`src/rtl/v60_wb_arbiter_if.sv`:
```
// rtl/v60_wb_arbiter_if.sv - writeback arbiter source handshakes and register-file write port
//
// Purpose: bundles the ALU, load and LDM source handshakes together with the
// register-file write port driven by v60_wb_arbiter.
//   slave  modport : arbiter side (takes valid/data in, drives ready, status and write port)
//   master modport : environment side (drives sources, observes ready, status and write port)
// Signals:
//   alu_valid/alu_ready/alu_waddr/alu_wdata     single-cycle ALU result
//   mem_valid/mem_ready/mem_waddr/mem_wdata     memory-load result
//   ldm_start/ldm_mask                          multi-register load launch
//   ldm_dvalid/ldm_dready/ldm_data              multi-register load data stream
//   ldm_busy/ldm_done/ldm_count                 multi-register load status
//   waddr/wdata/wen                             register-file write port
interface v60_wb_arbiter_if #(
    parameter int NUM_REGS = 32,
    parameter int DATA_W   = 32,
    parameter int ADDR_W   = 5
);
    logic                alu_valid;
    logic                alu_ready;
    logic [ADDR_W-1:0]   alu_waddr;
    logic [DATA_W-1:0]   alu_wdata;

    logic                mem_valid;
    logic                mem_ready;
    logic [ADDR_W-1:0]   mem_waddr;
    logic [DATA_W-1:0]   mem_wdata;

    logic                ldm_start;
    logic [NUM_REGS-1:0] ldm_mask;
    logic                ldm_dvalid;
    logic                ldm_dready;
    logic [DATA_W-1:0]   ldm_data;
    logic                ldm_busy;
    logic                ldm_done;
    logic [5:0]          ldm_count;

    logic [ADDR_W-1:0]   waddr;
    logic [DATA_W-1:0]   wdata;
    logic                wen;

    modport slave (
        input  alu_valid, alu_waddr, alu_wdata,
        input  mem_valid, mem_waddr, mem_wdata,
        input  ldm_start, ldm_mask, ldm_dvalid, ldm_data,
        output alu_ready, mem_ready, ldm_dready,
        output ldm_busy, ldm_done, ldm_count,
        output waddr, wdata, wen
    );

    modport master (
        output alu_valid, alu_waddr, alu_wdata,
        output mem_valid, mem_waddr, mem_wdata,
        output ldm_start, ldm_mask, ldm_dvalid, ldm_data,
        input  alu_ready, mem_ready, ldm_dready,
        input  ldm_busy, ldm_done, ldm_count,
        input  waddr, wdata, wen
    );
endinterface

```
`src/rtl/v60_wb_arbiter.sv`:
```
// rtl/v60_wb_arbiter.sv - V60 writeback arbiter owning the register-file write port
//
// Purpose: merges ALU results, memory-load results and LDM multi-register
// load sequences into at most one register write per cycle. An accepted beat
// is written exactly one cycle later on the registered write port.
// Ports:
//   clk  core clock, rising edge
//   rst  asynchronous active-high reset
//   bus  v60_wb_arbiter_if slave modport (source handshakes, LDM status, write port)
module v60_wb_arbiter #(
    parameter int NUM_REGS = 32,
    parameter int DATA_W   = 32,
    parameter int ADDR_W   = 5
) (
    input  logic              clk,
    input  logic              rst,
    v60_wb_arbiter_if.slave   bus
);

    typedef enum logic [1:0] {
        IDLE = 2'd0,
        LDM  = 2'd1,
        DONE = 2'd2
    } state_t;

    state_t              state_q, state_d;
    logic [NUM_REGS-1:0] mask_q, mask_d;
    logic [5:0]          count_q, count_d;
    logic [ADDR_W-1:0]   waddr_q, waddr_d;
    logic [DATA_W-1:0]   wdata_q, wdata_d;
    logic                wen_q, wen_d;

    logic [ADDR_W-1:0]   target;
    logic [NUM_REGS-1:0] mask_after_beat;

    // Lowest set bit of the latched mask picks the next LDM destination.
    always_comb begin
        target = '0;
        for (int i = NUM_REGS - 1; i >= 0; i--) begin
            if (mask_q[i]) begin
                target = ADDR_W'(i);
            end
        end
    end

    // x & (x-1) drops exactly the lowest set bit, i.e. the register just written.
    assign mask_after_beat = mask_q & (mask_q - NUM_REGS'(1));

    always_ff @(posedge clk or posedge rst) begin
        if (rst) begin
            state_q <= IDLE;
            mask_q  <= '0;
            count_q <= '0;
            waddr_q <= '0;
            wdata_q <= '0;
            wen_q   <= 1'b0;
        end else begin
            state_q <= state_d;
            mask_q  <= mask_d;
            count_q <= count_d;
            waddr_q <= waddr_d;
            wdata_q <= wdata_d;
            wen_q   <= wen_d;
        end
    end

    always_comb begin
        state_d        = state_q;
        mask_d         = mask_q;
        count_d        = count_q;
        waddr_d        = waddr_q;
        wdata_d        = wdata_q;
        wen_d          = 1'b0;
        bus.alu_ready  = 1'b0;
        bus.mem_ready  = 1'b0;
        bus.ldm_dready = 1'b0;

        case (state_q)
            IDLE: begin
                // Loads win; an ALU result waits while a load is offered.
                bus.mem_ready = 1'b1;
                bus.alu_ready = !bus.mem_valid;
                if (bus.mem_valid) begin
                    wen_d   = 1'b1;
                    waddr_d = bus.mem_waddr;
                    wdata_d = bus.mem_wdata;
                end else if (bus.alu_valid) begin
                    wen_d   = 1'b1;
                    waddr_d = bus.alu_waddr;
                    wdata_d = bus.alu_wdata;
                end
                // A beat accepted alongside the start still lands before any LDM write.
                if (bus.ldm_start) begin
                    mask_d  = bus.ldm_mask;
                    count_d = '0;
                    state_d = LDM;
                end
            end
            LDM: begin
                // An empty mask accepts no data and finishes straight away.
                bus.ldm_dready = (mask_q != '0);
                if (mask_q == '0) begin
                    state_d = DONE;
                end else if (bus.ldm_dvalid) begin
                    wen_d   = 1'b1;
                    waddr_d = target;
                    wdata_d = bus.ldm_data;
                    mask_d  = mask_after_beat;
                    count_d = count_q + 6'd1;
                    if (mask_after_beat == '0) begin
                        state_d = DONE;
                    end
                end
            end
            DONE: begin
                state_d = IDLE;
            end
            default: begin
                state_d = IDLE;
            end
        endcase
    end

    assign bus.waddr     = waddr_q;
    assign bus.wdata     = wdata_q;
    assign bus.wen       = wen_q;
    assign bus.ldm_busy  = (state_q != IDLE);
    assign bus.ldm_done  = (state_q == DONE);
    assign bus.ldm_count = count_q;

endmodule

```
`src/flat_wrapper.sv`:
```
// flat-port wrapper written by rule: the top's interface ports become plain ports
module v60_wb_arbiter_flat 
#(
    parameter int NUM_REGS = 32,
    parameter int DATA_W   = 32,
    parameter int ADDR_W   = 5
)
  (clk, rst, bus_alu_valid, bus_alu_waddr, bus_alu_wdata, bus_mem_valid, bus_mem_waddr, bus_mem_wdata, bus_ldm_start, bus_ldm_mask, bus_ldm_dvalid, bus_ldm_data, bus_alu_ready, bus_mem_ready, bus_ldm_dready, bus_ldm_busy, bus_ldm_done, bus_ldm_count, bus_waddr, bus_wdata, bus_wen);
  v60_wb_arbiter_if #(.NUM_REGS(NUM_REGS), .DATA_W(DATA_W), .ADDR_W(ADDR_W)) bus_i ();
  input  logic clk;
  input  logic rst;
  input wire logic [$bits(bus_i.alu_valid)-1:0] bus_alu_valid;
  input wire logic [$bits(bus_i.alu_waddr)-1:0] bus_alu_waddr;
  input wire logic [$bits(bus_i.alu_wdata)-1:0] bus_alu_wdata;
  input wire logic [$bits(bus_i.mem_valid)-1:0] bus_mem_valid;
  input wire logic [$bits(bus_i.mem_waddr)-1:0] bus_mem_waddr;
  input wire logic [$bits(bus_i.mem_wdata)-1:0] bus_mem_wdata;
  input wire logic [$bits(bus_i.ldm_start)-1:0] bus_ldm_start;
  input wire logic [$bits(bus_i.ldm_mask)-1:0] bus_ldm_mask;
  input wire logic [$bits(bus_i.ldm_dvalid)-1:0] bus_ldm_dvalid;
  input wire logic [$bits(bus_i.ldm_data)-1:0] bus_ldm_data;
  output wire logic [$bits(bus_i.alu_ready)-1:0] bus_alu_ready;
  output wire logic [$bits(bus_i.mem_ready)-1:0] bus_mem_ready;
  output wire logic [$bits(bus_i.ldm_dready)-1:0] bus_ldm_dready;
  output wire logic [$bits(bus_i.ldm_busy)-1:0] bus_ldm_busy;
  output wire logic [$bits(bus_i.ldm_done)-1:0] bus_ldm_done;
  output wire logic [$bits(bus_i.ldm_count)-1:0] bus_ldm_count;
  output wire logic [$bits(bus_i.waddr)-1:0] bus_waddr;
  output wire logic [$bits(bus_i.wdata)-1:0] bus_wdata;
  output wire logic [$bits(bus_i.wen)-1:0] bus_wen;
  assign bus_i.alu_valid = bus_alu_valid;
  assign bus_i.alu_waddr = bus_alu_waddr;
  assign bus_i.alu_wdata = bus_alu_wdata;
  assign bus_i.mem_valid = bus_mem_valid;
  assign bus_i.mem_waddr = bus_mem_waddr;
  assign bus_i.mem_wdata = bus_mem_wdata;
  assign bus_i.ldm_start = bus_ldm_start;
  assign bus_i.ldm_mask = bus_ldm_mask;
  assign bus_i.ldm_dvalid = bus_ldm_dvalid;
  assign bus_i.ldm_data = bus_ldm_data;
  assign bus_alu_ready = bus_i.alu_ready;
  assign bus_mem_ready = bus_i.mem_ready;
  assign bus_ldm_dready = bus_i.ldm_dready;
  assign bus_ldm_busy = bus_i.ldm_busy;
  assign bus_ldm_done = bus_i.ldm_done;
  assign bus_ldm_count = bus_i.ldm_count;
  assign bus_waddr = bus_i.waddr;
  assign bus_wdata = bus_i.wdata;
  assign bus_wen = bus_i.wen;
  v60_wb_arbiter #(.NUM_REGS(NUM_REGS), .DATA_W(DATA_W), .ADDR_W(ADDR_W)) u_core (.clk(clk), .rst(rst), .bus(bus_i));
endmodule
```
`config.mk`:
```
export PLATFORM = sky130hd
export DESIGN_NAME = v60_wb_arbiter_flat
export DESIGN_NICKNAME = d
export VERILOG_FILES = /design/src/rtl/v60_wb_arbiter_if.sv /design/src/rtl/v60_wb_arbiter.sv /design/src/flat_wrapper.sv
export SDC_FILE = /design/constraint.sdc
export NUM_CORES = 1
export LEC_CHECK = 0
export CORE_ASPECT_RATIO = 0.6
export CORE_MARGIN = 10
export CORE_UTILIZATION = 30
export CTS_BUF_LIST = sky130_fd_sc_hd__clkbuf_4 sky130_fd_sc_hd__clkbuf_8
export CTS_CLUSTER_DIAMETER = 40
export DETAILED_ROUTE_END_ITERATION = 6
export GPL_ROUTABILITY_DRIVEN = 0
export SETUP_SLACK_MARGIN = 0.05
export SYNTH_ARGS = -nofsm -noshare
export SYNTH_HDL_FRONTEND = slang
export SYNTH_SLANG_ARGS = --single-unit
```
`constraint.sdc`:
```
create_clock -name clk -period 4 [get_ports clk]
set_input_delay 0.8 -clock clk [delete_from_list [all_inputs] [get_ports clk]]
set_output_delay 0.8 -clock clk [all_outputs]
set_load 0.02 [all_outputs]
```
=== Yosys cells after proc, flatten, opt, wreduce, memory -nomap -nowiden ===
Cells that the tools add are included.

* Input bits: 144
* Bits in registers: 78
* Word-level logic and storage cells: 90
* Output and inout port bits: 49

* Muxes and demuxes: 63
* Equal/unequal tests: 8
* Add/sub/neg operators: 2
* Reductions and logical operators: 10
* Bitwise operators: 1

{| class="wikitable"
|+ Operators by type and width
! cell !! count
|-
| 32-bit two-way mux || 7
|-
| 5-bit two-way mux || 36
|-
| 32-bit case mux with 2 select lines || 2
|-
| 32-bit zero test || 2
|-
| 32-bit bitwise AND || 1
|-
| 32-bit nonzero test || 1
|-
| 32-bit by 1-bit subtractor with 32-bit output, second input constant || 1
|-
| 6-bit two-way mux || 3
|-
| 6-bit case mux with 2 select lines || 1
|-
| 5-bit case mux with 2 select lines || 1
|-
| 2-bit two-way mux || 4
|-
| 4-bit AND reduction || 2
|-
| 1-bit two-way mux || 7
|-
| 6-bit by 1-bit adder with 6-bit output, second input constant || 1
|-
| 2-bit inequality test, second input constant || 3
|-
| 2-bit case mux with 2 select lines || 1
|-
| 2-bit nonzero test || 2
|-
| 3-bit by 1-bit inequality test with 1-bit output, second input constant || 1
|-
| 3-bit by 2-bit inequality test with 1-bit output, second input constant || 1
|-
| 3-bit inequality test, second input constant || 1
|-
| 3-bit AND reduction || 1
|-
| 2-bit by 1-bit equality test with 1-bit output, second input constant || 1
|-
| 2-bit equality test, second input constant || 1
|-
| 2-bit zero test || 1
|-
| 2 further kinds || 2
|}

=== Longest topological paths before layout ===
* Depth after elaboration: 35
* Depth in mapped cells: 11
* Gate-level depth less buffers: 7

=== Worst setup path before layout ===
OpenSTA, ideal clock, no wires.

* Path type: input -> output
* Start: in bus_mem_valid
* End: out bus_alu_ready
* Required time: 3.200 ns
* Buffers on the path: 2
* Data arrival time: 1.857 ns
* Stages on the path: 3
* Path slack: 1.343 ns
* Path through: buf_1 -> buf_1 -> nor2_1

* Cells in the longest elaborated chain, start to end: 2

{| class="wikitable"
|+ RTL lines
! what !! RTL line !! RTL
|-
| from (decl) || flat_wrapper.sv:15 || <nowiki>input wire logic [$bits(bus_i.mem_valid)-1:0] bus_mem_valid;</nowiki>
|-
| 1-bit zero test || v60_wb_arbiter.sv:82 || <nowiki>bus.alu_ready = !bus.mem_valid;</nowiki>
|-
| 1-bit two-way mux || v60_wb_arbiter.sv:78 || <nowiki>case (state_q)</nowiki>
|-
| to (decl) || flat_wrapper.sv:22 || <nowiki>output wire logic [$bits(bus_i.alu_ready)-1:0] bus_alu_ready;</nowiki>
|}

No other way between the ends.

=== Worst setup path in the final report ===
* Start: reg u_core.mask_q[16]
* End: out bus_ldm_dready

* Cells in the longest elaborated chain, start to end: 2

{| class="wikitable"
|+ RTL lines
! what !! RTL line !! RTL
|-
| from (decl) || v60_wb_arbiter.sv:27 || <nowiki>logic [NUM_REGS-1:0] mask_q, mask_d;</nowiki>
|-
| from (signal assigned) || v60_wb_arbiter.sv:59 || <nowiki>mask_q <= mask_d;</nowiki>
|-
| 32-bit nonzero test || v60_wb_arbiter.sv:101 || <nowiki>bus.ldm_dready = (mask_q != '0);</nowiki>
|-
| 1-bit two-way mux || v60_wb_arbiter.sv:78 ||
|-
| to (decl) || flat_wrapper.sv:24 || <nowiki>output wire logic [$bits(bus_i.ldm_dready)-1:0] bus_ldm_dready;</nowiki>
|}

No other way between the ends.

==> key figures <==
Run status
  – Outcome: finished, final reports clean

Layout
  – Layout cell share with drive strength beyond 1: approximately 5.6%
  – Non-Filler Instances: 931
  – Nets: a little under 900
  – Antenna Cells: 0
  – Fill count: between 1500 and 2000
  – Area grow syn2layout: 48.5%

STA
  – Final hold violation count: 0
  – Worst-Margin Slew: around 1.1 ns
  – Fin crit share: 88.1%
  – Setup tns final: 0 ns
  – Max frequency: approximately 280 MHz
  – Slew HR: a little over a quarter
  – RSZ-0062 raised after global routing: no
  – Final worst path period need: about 3.5 ns
  – Clock Skew: between 0.015 and 0.02 ns
  – Final setup viols: 0
  – Final Max Slew Viols: 0

Die
  – Starting density of the core: between 30% and 40%
  – FP Rows: 35
  – Core Area: roughly 15000 sq um
  – Die Ht: between 100 and 150 microns
  – # IOs: a little under 200
  – Die width: approximately 180 microns
  – Die area: around 21000 sq um

CTS
  – CTS tree: yes
  – Worst skew pair latency: ~0.37 ns
  – Inserted Clock Buffers: 9
  – Clk root buf: clkbuf_8
  – CTS Hold Bufs: 0
  – Setup bufs post-CTS: 0
  – # clock sinks: slightly below 80
  – Clk pin slew, worst setup/hold paths: roughly 0.080 ns
  – CTS HTree Levels: 3
  – Post-CTS sizing: 0
  – Longest Clk Path Bufs: 2

Worst hold path
  – HP Class: register to register
  – Worst hold start: u_core.bus.waddr[2]
  – Hold path depth: 2
  – Hold EP: u_core.bus.waddr[2]

Global routing
  – GR Util met1: between 20% and 30%
  – Pin count of the biggest net entering global routing: 75
  – Grt met3 use: 5.25%
  – GRT Util Overall: ~16%
  – Grt ovf: 0
  – GRT Max-Usage Layer: met2
  – Vias in the first global route: 4784
  – First-pass GRT wire length: around 27000 microns
  – Met2 Usage GRT: around a quarter
  – Initial antenna violation count: 0

Power and ir drop
  – Clock Power Share: ~15%
  – Sw power: 2.31 mW
  – Pleak: around 2.9 nW
  – Power Internal: roughly 2.7 mW
  – Reg power frac: about a third
  – Peak supply drop: 0.273 mV
  – Power density over the cells: between 700 and 800 nW/um^2
  – Sw Share: a little under half
  – Combinational share of power: between 50% and 60%

Detailed routing
  – DRT iter0 DRCs: 443
  – Via density: just over 5
  – Vias post-DR: 4818
  – DRC viols: 0
  – DRT Pass-1 Iters: 5
  – Remaining antenna violation count: 0
  – Routed wire length: between 15000 and 20000 microns
  – Avg WL per Cell: approximately 19 microns

Critical path
  – Critical path class: register to primary output
  – Worst Setup Start Kind: register
  – Reg2reg start: u_core.mask_q[16]
  – Crit path required time: 3.20 ns
  – R2R setup slack: 0.91 ns
  – CP peak stage delay: 0.73 ns
  – Critical Path, Cell by Cell: or4_1 > nor3_4 > a31oi_1 > clkdlybuf4s50_1
  – CP max stage cell: or4_1
  – RR Endpoint: u_core.bus.wdata[29]
  – Data arrival, critical path: roughly 2.7 ns
  – FF-to-FF path depth: 6
  – Peak fanout along the critical path: 11
  – Critical path capture point type: primary output

Synthesis
  – Cell count after synthesis: ~560
  – Syn avg cell area: approximately 8.4 sq um
  – Syn_nets: slightly above 700
  – Synthesis-stage register bit count: 78
  – Ys Warns: 0
  – Post-synth EDFFs: 0
  – Predominant post-synthesis flop cell: dfrtp_1
  – Largest area contributor in the netlist: dfrtp_1
  – Sequential area share after synthesis: 41.2%
  – FFs w/ async S/R, synth: between 90% and 100%
  – Yosys top cell area share: 41.2%
  – Post-synthesis instance area: roughly 4700 sq um
  – Yosys cell types: 63
  – Ranking of synthesized cells by area: dfrtp_1 41%, o21ai_0 7.5%, mux2i_1 7.2%

Place
  – Placed cell count: 915
  – DP Wirelength: roughly 13000 microns
  – IO Port Bufs: between 150 and 200

Run
  – Max-cap violations: 0
-- state kept, by name (all words and copies together), names as in the netlist --
| name | flops |
|---|---|
| u_core.bus.wdata | 32 |
| u_core.bus.ldm_count | 6 |
| u_core.mask_q | 32 |
| u_core.bus.wen | 1 |
| u_core.bus.waddr | 5 |
| u_core.state_q | 2 |
-- power by group through the flow --
stage,sequential (mW),combinational (mW),clock [mW]
after detailed placement,1.64,2.67,0
after CTS,1.63,2.68,0.755
final,1.65,2.67,0.738
after global routing,1.71,2.94,0.792
after floorplan,1.65,1.59,0
after global placement,1.62,2.65,0
-- worst max-delay path, delay by kind of cell (launching register included) --
kind                   cells  cell delay, ns
buffers and inverters      1            0.62
AOI/OAI and AO/OA          1            0.26
DFF                        1            0.49
and+or+nand+nor            2            0.98
-- area by class of cell --
| cell class | count | area (sq um) | area share, % |
|---|---|---|---|
| multi-input cells | 425 | 2540 | 36.2 |
| repair buffers | 199 | 1990 | 28.4 |
| flip-flops and latches | 78 | 1950 | 27.8 |
| well taps | 203 | 254 | 3.61 |
| clock buffers | 9 | 124 | 1.76 |
| clock inverters | 7 | 121 | 1.73 |
| inverters | 10 | 38.8 | 0.552 |
-- per-layer routing --
metal / wire length (microns) / vias to the layer above
met1: 8080 / 2272
li1: - / 2350
met3: 1490 / 11
met4: 129 / 0
met2: 7570 / 185
met5: 0 / -
-- cell usage after synthesis, drive strengths merged, types with 3 or more instances --
cell type and number:
a211o 3, a211oi 3, a21o 3, a21oi 51, a221o 4, a22o 18, a31oi 3, a32oi 5
and3 3, buf 17, clkbuf 32, dfrtp 78, inv 10, mux2 3, mux2i 34, nand2 76
nand2b 3, nand3 9, nand4 5, nor2 63, nor2b 3, nor3 11, nor4 10, o21ai 72
o31ai 5, or3 3, or4 3
-- cells by family after synthesis --
kind of cell / Yosys count / synth area share [%]
flip-flops: 78 / 41.2
adder cells (fa/ha/maj): 1 / 0.264
buffers and inverters: 59 / 5.21
multiplexers: 37 / 7.90
AND/OR/NAND/NOR: 194 / 19.4
AO/OA/AOI/OAI: 193 / 26.0
-- placed cells by master, fill, tap and decap left out, types with 4 or more instances in the layout --
cell type and n:
nand4_1 4, clkdlybuf4s50_1 191, a21oi_1 51, a22o_1 17, a221o_1 4, buf_4 5
a32oi_1 5, o21ai_0 71, mux2i_1 34, nand3_1 9, nor2_1 63, o31ai_1 5
nand2_1 76, nor4_1 6, nor3_1 10, dfrtp_1 78, inv_1 9, clkbuf_8 9
-- metrics by stage --
| stage | setup slack (ns) | hold WS [ns] | utilization (%) | instance area [sq um] | total power, mW |
|---|---|---|---|---|---|
| floorplan | 1.20 | 0.542 | - | 4730 | 3.24 |
| global placement | 0.938 | 0.461 | 44.0 | 6780 | 4.27 |
| detailed placement | 0.925 | 0.470 | 44.0 | 6780 | 4.31 |
| CTS | 0.487 | 0.488 | 45.6 | 7030 | 5.07 |
| global route | 0.369 | 0.505 | 45.6 | 7030 | 5.45 |
| finish | 0.477 | 0.482 | 45.6 | 7030 | 5.05 |
-- worst max path at each step --
stage                 startpoint                      end  slack [ns]  cells after the start
2_1_floorplan                rst  u_core.bus.ldm_count[0]        1.20                      1
3_3_place_gp   u_core.mask_q[16]           bus_ldm_dready        0.94                      4
3_5_place_dp   u_core.mask_q[16]           bus_ldm_dready        0.92                      4
4_1_cts        u_core.mask_q[16]           bus_ldm_dready        0.49                      4
5_1_grt        u_core.mask_q[16]           bus_ldm_dready        0.37                      4
6_report       u_core.mask_q[16]           bus_ldm_dready        0.48                      4
(Power assumes the default switching activity.)
